<file path="src/rtl/vm_pkg.sv">
// vm_pkg: shared vending-machine constants; beep FSM state encoding and standard beep counts
package vm_pkg;
  typedef enum logic [1:0] {
    ST_IDLE = 2'd0,
    ST_TONE = 2'd1,
    ST_GAP  = 2'd2
  } state_t;
  localparam logic [2:0] BEEP_COIN = 3'd1;
  localparam logic [2:0] BEEP_VEND = 3'd2;
  localparam logic [2:0] BEEP_ERR  = 3'd3;
endpackage

</file>
<file path="src/rtl/tone_divider.sv">
// tone_divider: registered square wave sq, high on the first cycle of en, toggling every HALF_PERIOD cycles; sys_clk/sys_rst_n, en in, sq out
module tone_divider #(
  parameter int HALF_PERIOD = 25_000
) (
  input  logic sys_clk,
  input  logic sys_rst_n,
  input  logic en,
  output logic sq
);
  localparam int W = $clog2(HALF_PERIOD + 1);
  localparam logic [W-1:0] LAST = W'(HALF_PERIOD - 1);
  logic [W-1:0] half_cnt;
  logic act;
  always_ff @(posedge sys_clk or negedge sys_rst_n) begin
    if (!sys_rst_n) begin
      sq       <= 1'b0;
      act      <= 1'b0;
      half_cnt <= '0;
    end else if (!en) begin
      sq       <= 1'b0;
      act      <= 1'b0;
      half_cnt <= '0;
    end else if (!act) begin
      sq       <= 1'b1;
      act      <= 1'b1;
      half_cnt <= '0;
    end else if (half_cnt == LAST) begin
      sq       <= ~sq;
      half_cnt <= '0;
    end else begin
      half_cnt <= half_cnt + 1'b1;
    end
  end
endmodule

</file>
<file path="src/rtl/beep_gen.sv">
// beep_gen: bursts of 1..7 beeps per request; sys_clk/sys_rst_n, beep_req/beep_num in, buzzer/busy out
module beep_gen
  import vm_pkg::*;
#(
  parameter int HALF_PERIOD = 25_000,
  parameter int TONE_CYCLES = 10_000_000,
  parameter int GAP_CYCLES  = 5_000_000,
  parameter int CNT_W       = 24
) (
  input  logic       sys_clk,
  input  logic       sys_rst_n,
  input  logic       beep_req,
  input  logic [2:0] beep_num,
  output logic       buzzer,
  output logic       busy
);
  localparam logic [CNT_W-1:0] TONE_LAST = CNT_W'(TONE_CYCLES - 1);
  localparam logic [CNT_W-1:0] GAP_LAST  = CNT_W'(GAP_CYCLES - 1);
  state_t state, state_nxt;
  logic [CNT_W-1:0] dur_cnt;
  logic [2:0] rem;
  logic accept, tone_end, gap_end;
  always_comb begin
    accept    = state == ST_IDLE && beep_req && beep_num != 3'd0;
    tone_end  = state == ST_TONE && dur_cnt == TONE_LAST;
    gap_end   = state == ST_GAP && dur_cnt == GAP_LAST;
    state_nxt = accept ? ST_TONE :
                tone_end ? (rem == 3'd1 ? ST_IDLE : ST_GAP) :
                gap_end ? ST_TONE : state;
  end
  always_ff @(posedge sys_clk or negedge sys_rst_n) begin
    if (!sys_rst_n) begin
      state   <= ST_IDLE;
      dur_cnt <= '0;
      rem     <= 3'd0;
      busy    <= 1'b0;
    end else begin
      state   <= state_nxt;
      dur_cnt <= (state_nxt != state || state_nxt == ST_IDLE) ? '0 : dur_cnt + 1'b1;
      rem     <= accept ? beep_num : tone_end ? rem - 1'b1 : rem;
      busy    <= state_nxt != ST_IDLE;
    end
  end
  // Enabled from the next state so the first high half-period lands in the first TONE cycle
  tone_divider #(.HALF_PERIOD(HALF_PERIOD)) u_div (
    .sys_clk  (sys_clk),
    .sys_rst_n(sys_rst_n),
    .en       (state_nxt == ST_TONE),
    .sq       (buzzer)
  );
endmodule
</file>
<file path="config.mk">
export PLATFORM = sky130hd
export DESIGN_NAME = beep_gen
export DESIGN_NICKNAME = d
export VERILOG_FILES = /design/src/rtl/vm_pkg.sv /design/src/rtl/tone_divider.sv /design/src/rtl/beep_gen.sv
export SDC_FILE = /design/constraint.sdc
export NUM_CORES = 1
export LEC_CHECK = 0
export CAP_MARGIN = 20
export CORE_MARGIN = 2
export CORE_UTILIZATION = 35
export DETAILED_ROUTE_END_ITERATION = 8
export DONT_BUFFER_PORTS = 1
export GPL_ROUTABILITY_DRIVEN = 1
export GPL_TIMING_DRIVEN = 0
export SLEW_MARGIN = 5
export SYNTH_ARGS = -nofsm -noshare
export SYNTH_HDL_FRONTEND = slang
export SYNTH_HIERARCHICAL = 1
export SYNTH_SLANG_ARGS = --single-unit
</file>
<file path="constraint.sdc">
create_clock -name sys_clk -period 3.1 [get_ports sys_clk]
set_input_delay 0.775 -clock sys_clk [delete_from_list [all_inputs] [get_ports sys_clk]]
set_output_delay 0.775 -clock sys_clk [all_outputs]
set_load 0.05 [all_outputs]
</file>
==> results.txt, run 1 <==
Sink Count: 47
RR Endpoint: u_div/half_cnt[13]
Post-DP HPWL: 3790 um
Synthesized instance count: 264
Actual slew at the worst max-slew pin: 0.772 ns
Setup slack, reg-to-reg: 0.46 ns
CORE AREA: 7290 um^2
Vias per cell: 5.61
Die height: 90.8 um
Port Buffers: 0
Met2 usage: 22.6%
Leak: 1.13 nW
Min Tclk post-route: 2.64 ns
First-pass GRT wire length: 9600 um
Post-Route WL: 5490 um
I/O Pins: 8
Site Rows: 31
Pint: 0.000940 W
GRT Max-Usage Layer: met2
Worst R2R Start: dur_cnt[17]
Initial antenna violation count: 0
Mean post-synth cell area: 9.99 um^2
Crit-path cells: or4_1 -> nor4_1 -> a22oi_1 -> o21ai_0 -> nand3_2 -> buf_6 -> nor2_1
Switching Fraction: 19.9%
Setup Buffers After CTS: 0
CTS Buf Count: 5
CTS tree: done
Switching pwr: 0.000234 W
Ys async rst share: 100%
Drt pass-1 iters: 4
Residual DRC: 0
RSZ-0062 raised after global routing: false
Post-synth top flop: dfrtp_1
Worst skew pair latency: 0.31 ns
Final hold violations: 0
Routed vias: 2082
Die extent in x: 90.8 um
CP startpoint kind: flop
Seq/Total Area, Yosys: 44.6%
Grt ovf: 0
Crit-path max FO: 10
Yosys warns: 6
Initial drt markers: 87
Crit share post-route: 85.1%
Seq pwr share: 52.4%
Area Overhead vs Synth: 9.87%
Library cells used by synthesis: 50
Synth Register Bits: 47
Net Count, Synth: 274
Status: finished clean
Crit. End Element: flop
Critical Path Start: dur_cnt[17]
Worst reg2reg path depth: 7
Hold WS: 0.141 ns
Initial Util: 36.2%
Max clock buf depth: 2
Die area: 8240 um^2
Critical path arrival: 2.87 ns
H-tree Lvls: 2
Max_cap viols: 0
Global Route met3 Usage: 3.01%
Area occupied by multi-input gates: 1340 um^2
PostCTS Resize Cnt: 0
Hold Buf Count CTS: 0
Share of cells above drive strength 1: 11.8%
Most frequent cells in the layout: 47 x dfrtp_1, 19 x nor2_1, 17 x xnor2_1, 16 x nand2_1, 16 x nand3_1
HP Class: in2async
Slowest stage cell, crit path: nor4_1
FF+latch area: 1180 um^2
Setup TNS: 0 ns
CTS root buf: clkbuf_8
Worst Path Required: 3.34 ns
Layout Nets: 281
Final-report setup violation count: 0
# diodes: 0
Total track usage: 14.0%
Most common cell after layout, fill and taps aside: dfrtp_1
Slew Viols, Final: 0
Pwr Density: 405 nW/um^2
WS Path Type: reg2reg
Largest net degree at the start of global routing: 48
Wire per inst: 14.8 um
Antenna violation net count after detailed routing: 0
Relative slew margins: 48.1%
Worst IR Drop VDD: 0.171 mV
Fmax: 379 MHz
Global placer's final weighted congestion: 0.786
Clk_skew: 0.0124 ns
Area of the mapped netlist: 2640 um^2
Vias in the first global route: 2001
Comb power frac: 0.6%
FILL cells: 763
Crit path capture: u_div/half_cnt[13]
Met1 Usage GRT: 18.9%
Worst-path clk slew: 0.10 ns
Number of flops mapped to enable cells by yosys: 0
Pwr Total: 0.00117 W
Max stage delay on crit path: 0.59 ns
Part of the power in the clock network: 47.0%
## synthesized netlist by cell type, drive strengths merged (2+ instances only)
library cell / instances / area, um^2
nor4bb: 3 / 30.0
nor2: 19 / 71.3
nor4: 12 / 90.1
a21oi: 14 / 70.1
a22oi: 12 / 95.1
or4: 11 / 90.1
or3b: 2 / 17.5
xor2: 8 / 70.1
nand4: 7 / 43.8
xnor2: 17 / 149
nor3: 6 / 30.0
and3: 3 / 20.0
o31ai: 8 / 60.1
nor3b: 2 / 15.0
inv: 10 / 37.5
ha: 4 / 50.1
o21ai: 8 / 51.3
buf: 9 / 81.3
or4b: 2 / 20.0
dfrtp: 47 / 1180
nand2: 16 / 60.1
a2bb2oi: 2 / 17.5
a21o: 2 / 15.0
or2: 4 / 25.0
a21boi: 2 / 15.0
nand3: 19 / 110
or3: 3 / 18.8
## cells by family after synthesis
family / Yosys count / synth area share [%]
simple gates: 115 / 26.3
compound gates: 54 / 14.3
flops: 47 / 44.6
xor+xnor: 25 / 8.31
buf+inv: 19 / 4.51
fa+ha+maj: 4 / 1.90
## power by group through the flow
stage / combinational, W / clock, W / sequential, W
after floorplan: 0.00000589 / 0 / 0.000627
after global placement: 0.00000667 / 0 / 0.000627
after detailed placement: 0.00000709 / 0 / 0.000627
after CTS: 0.00000711 / 0.000560 / 0.000615
after global routing: 0.00000843 / 0.000580 / 0.000615
final: 0.00000697 / 0.000552 / 0.000615
## worst min path at each step
stage | from | endpoint | slack, ns | depth (start not counted)
floorplan | u_div/half_cnt[0] | u_div/half_cnt[0] | 0.43 | 1
global placement | u_div/act | u_div/sq | 0.44 | 1
finish | sys_rst_n | rem[2] | 0.14 | 0
global route | sys_rst_n | u_div/half_cnt[3] | 0.13 | 0
detailed placement | u_div/act | u_div/sq | 0.46 | 1
CTS | sys_rst_n | u_div/sq | 0.14 | 0
## registers in the layout, summed over array words and instances, names as in the netlist
register        flops
state               2
dur_cnt            24
u_div/half_cnt     15
rem                 3
u_div/sq            1
u_div/act           1
busy                1
## worst max-delay path, delay by kind of cell (launching register included)
kind            cells  cell delay, ns
simple gates        4            1.45
flops               1            0.46
compound gates      2            0.45
buf+inv             1            0.19
## through the flow
stage               cell area (um^2)  setup slack [ns]  util [%]  cells
floorplan                       2640             0.825         -    264
global placement                2760             0.548      37.9    363
detailed placement              2760             0.508      37.9    363
CTS                             2900             0.489      39.7    371
global route                    2900             0.157      39.7    371
finish                          2900             0.463      39.7    371
## routing by layer
layer  up-vias  wire (um)
met5         -          0
met3         6        176
met2        36       2550
met4         0         69
met1      1040       2700
li1       1000          -
## area by class of cell
cell class	instances	area share, %
inverters	10	1.30
well taps	99	4.28
plain buffers	9	2.81
multi-input cells	198	46.3
flip-flops and latches	47	40.6
clock buffers	5	2.38
clock inverters	3	2.33
(Power assumes the default switching activity.)
==> run 2: changes to the inputs <==
--- a/config.mk
+++ b/config.mk
@@ -17,3 +17,4 @@
 export SYNTH_HDL_FRONTEND = slang
 export SYNTH_HIERARCHICAL = 1
 export SYNTH_SLANG_ARGS = --single-unit
+export TNS_END_PERCENT = 100
==> results of run 2 <==
No change in the layout: final DEF, timing and power equal those of run 1.
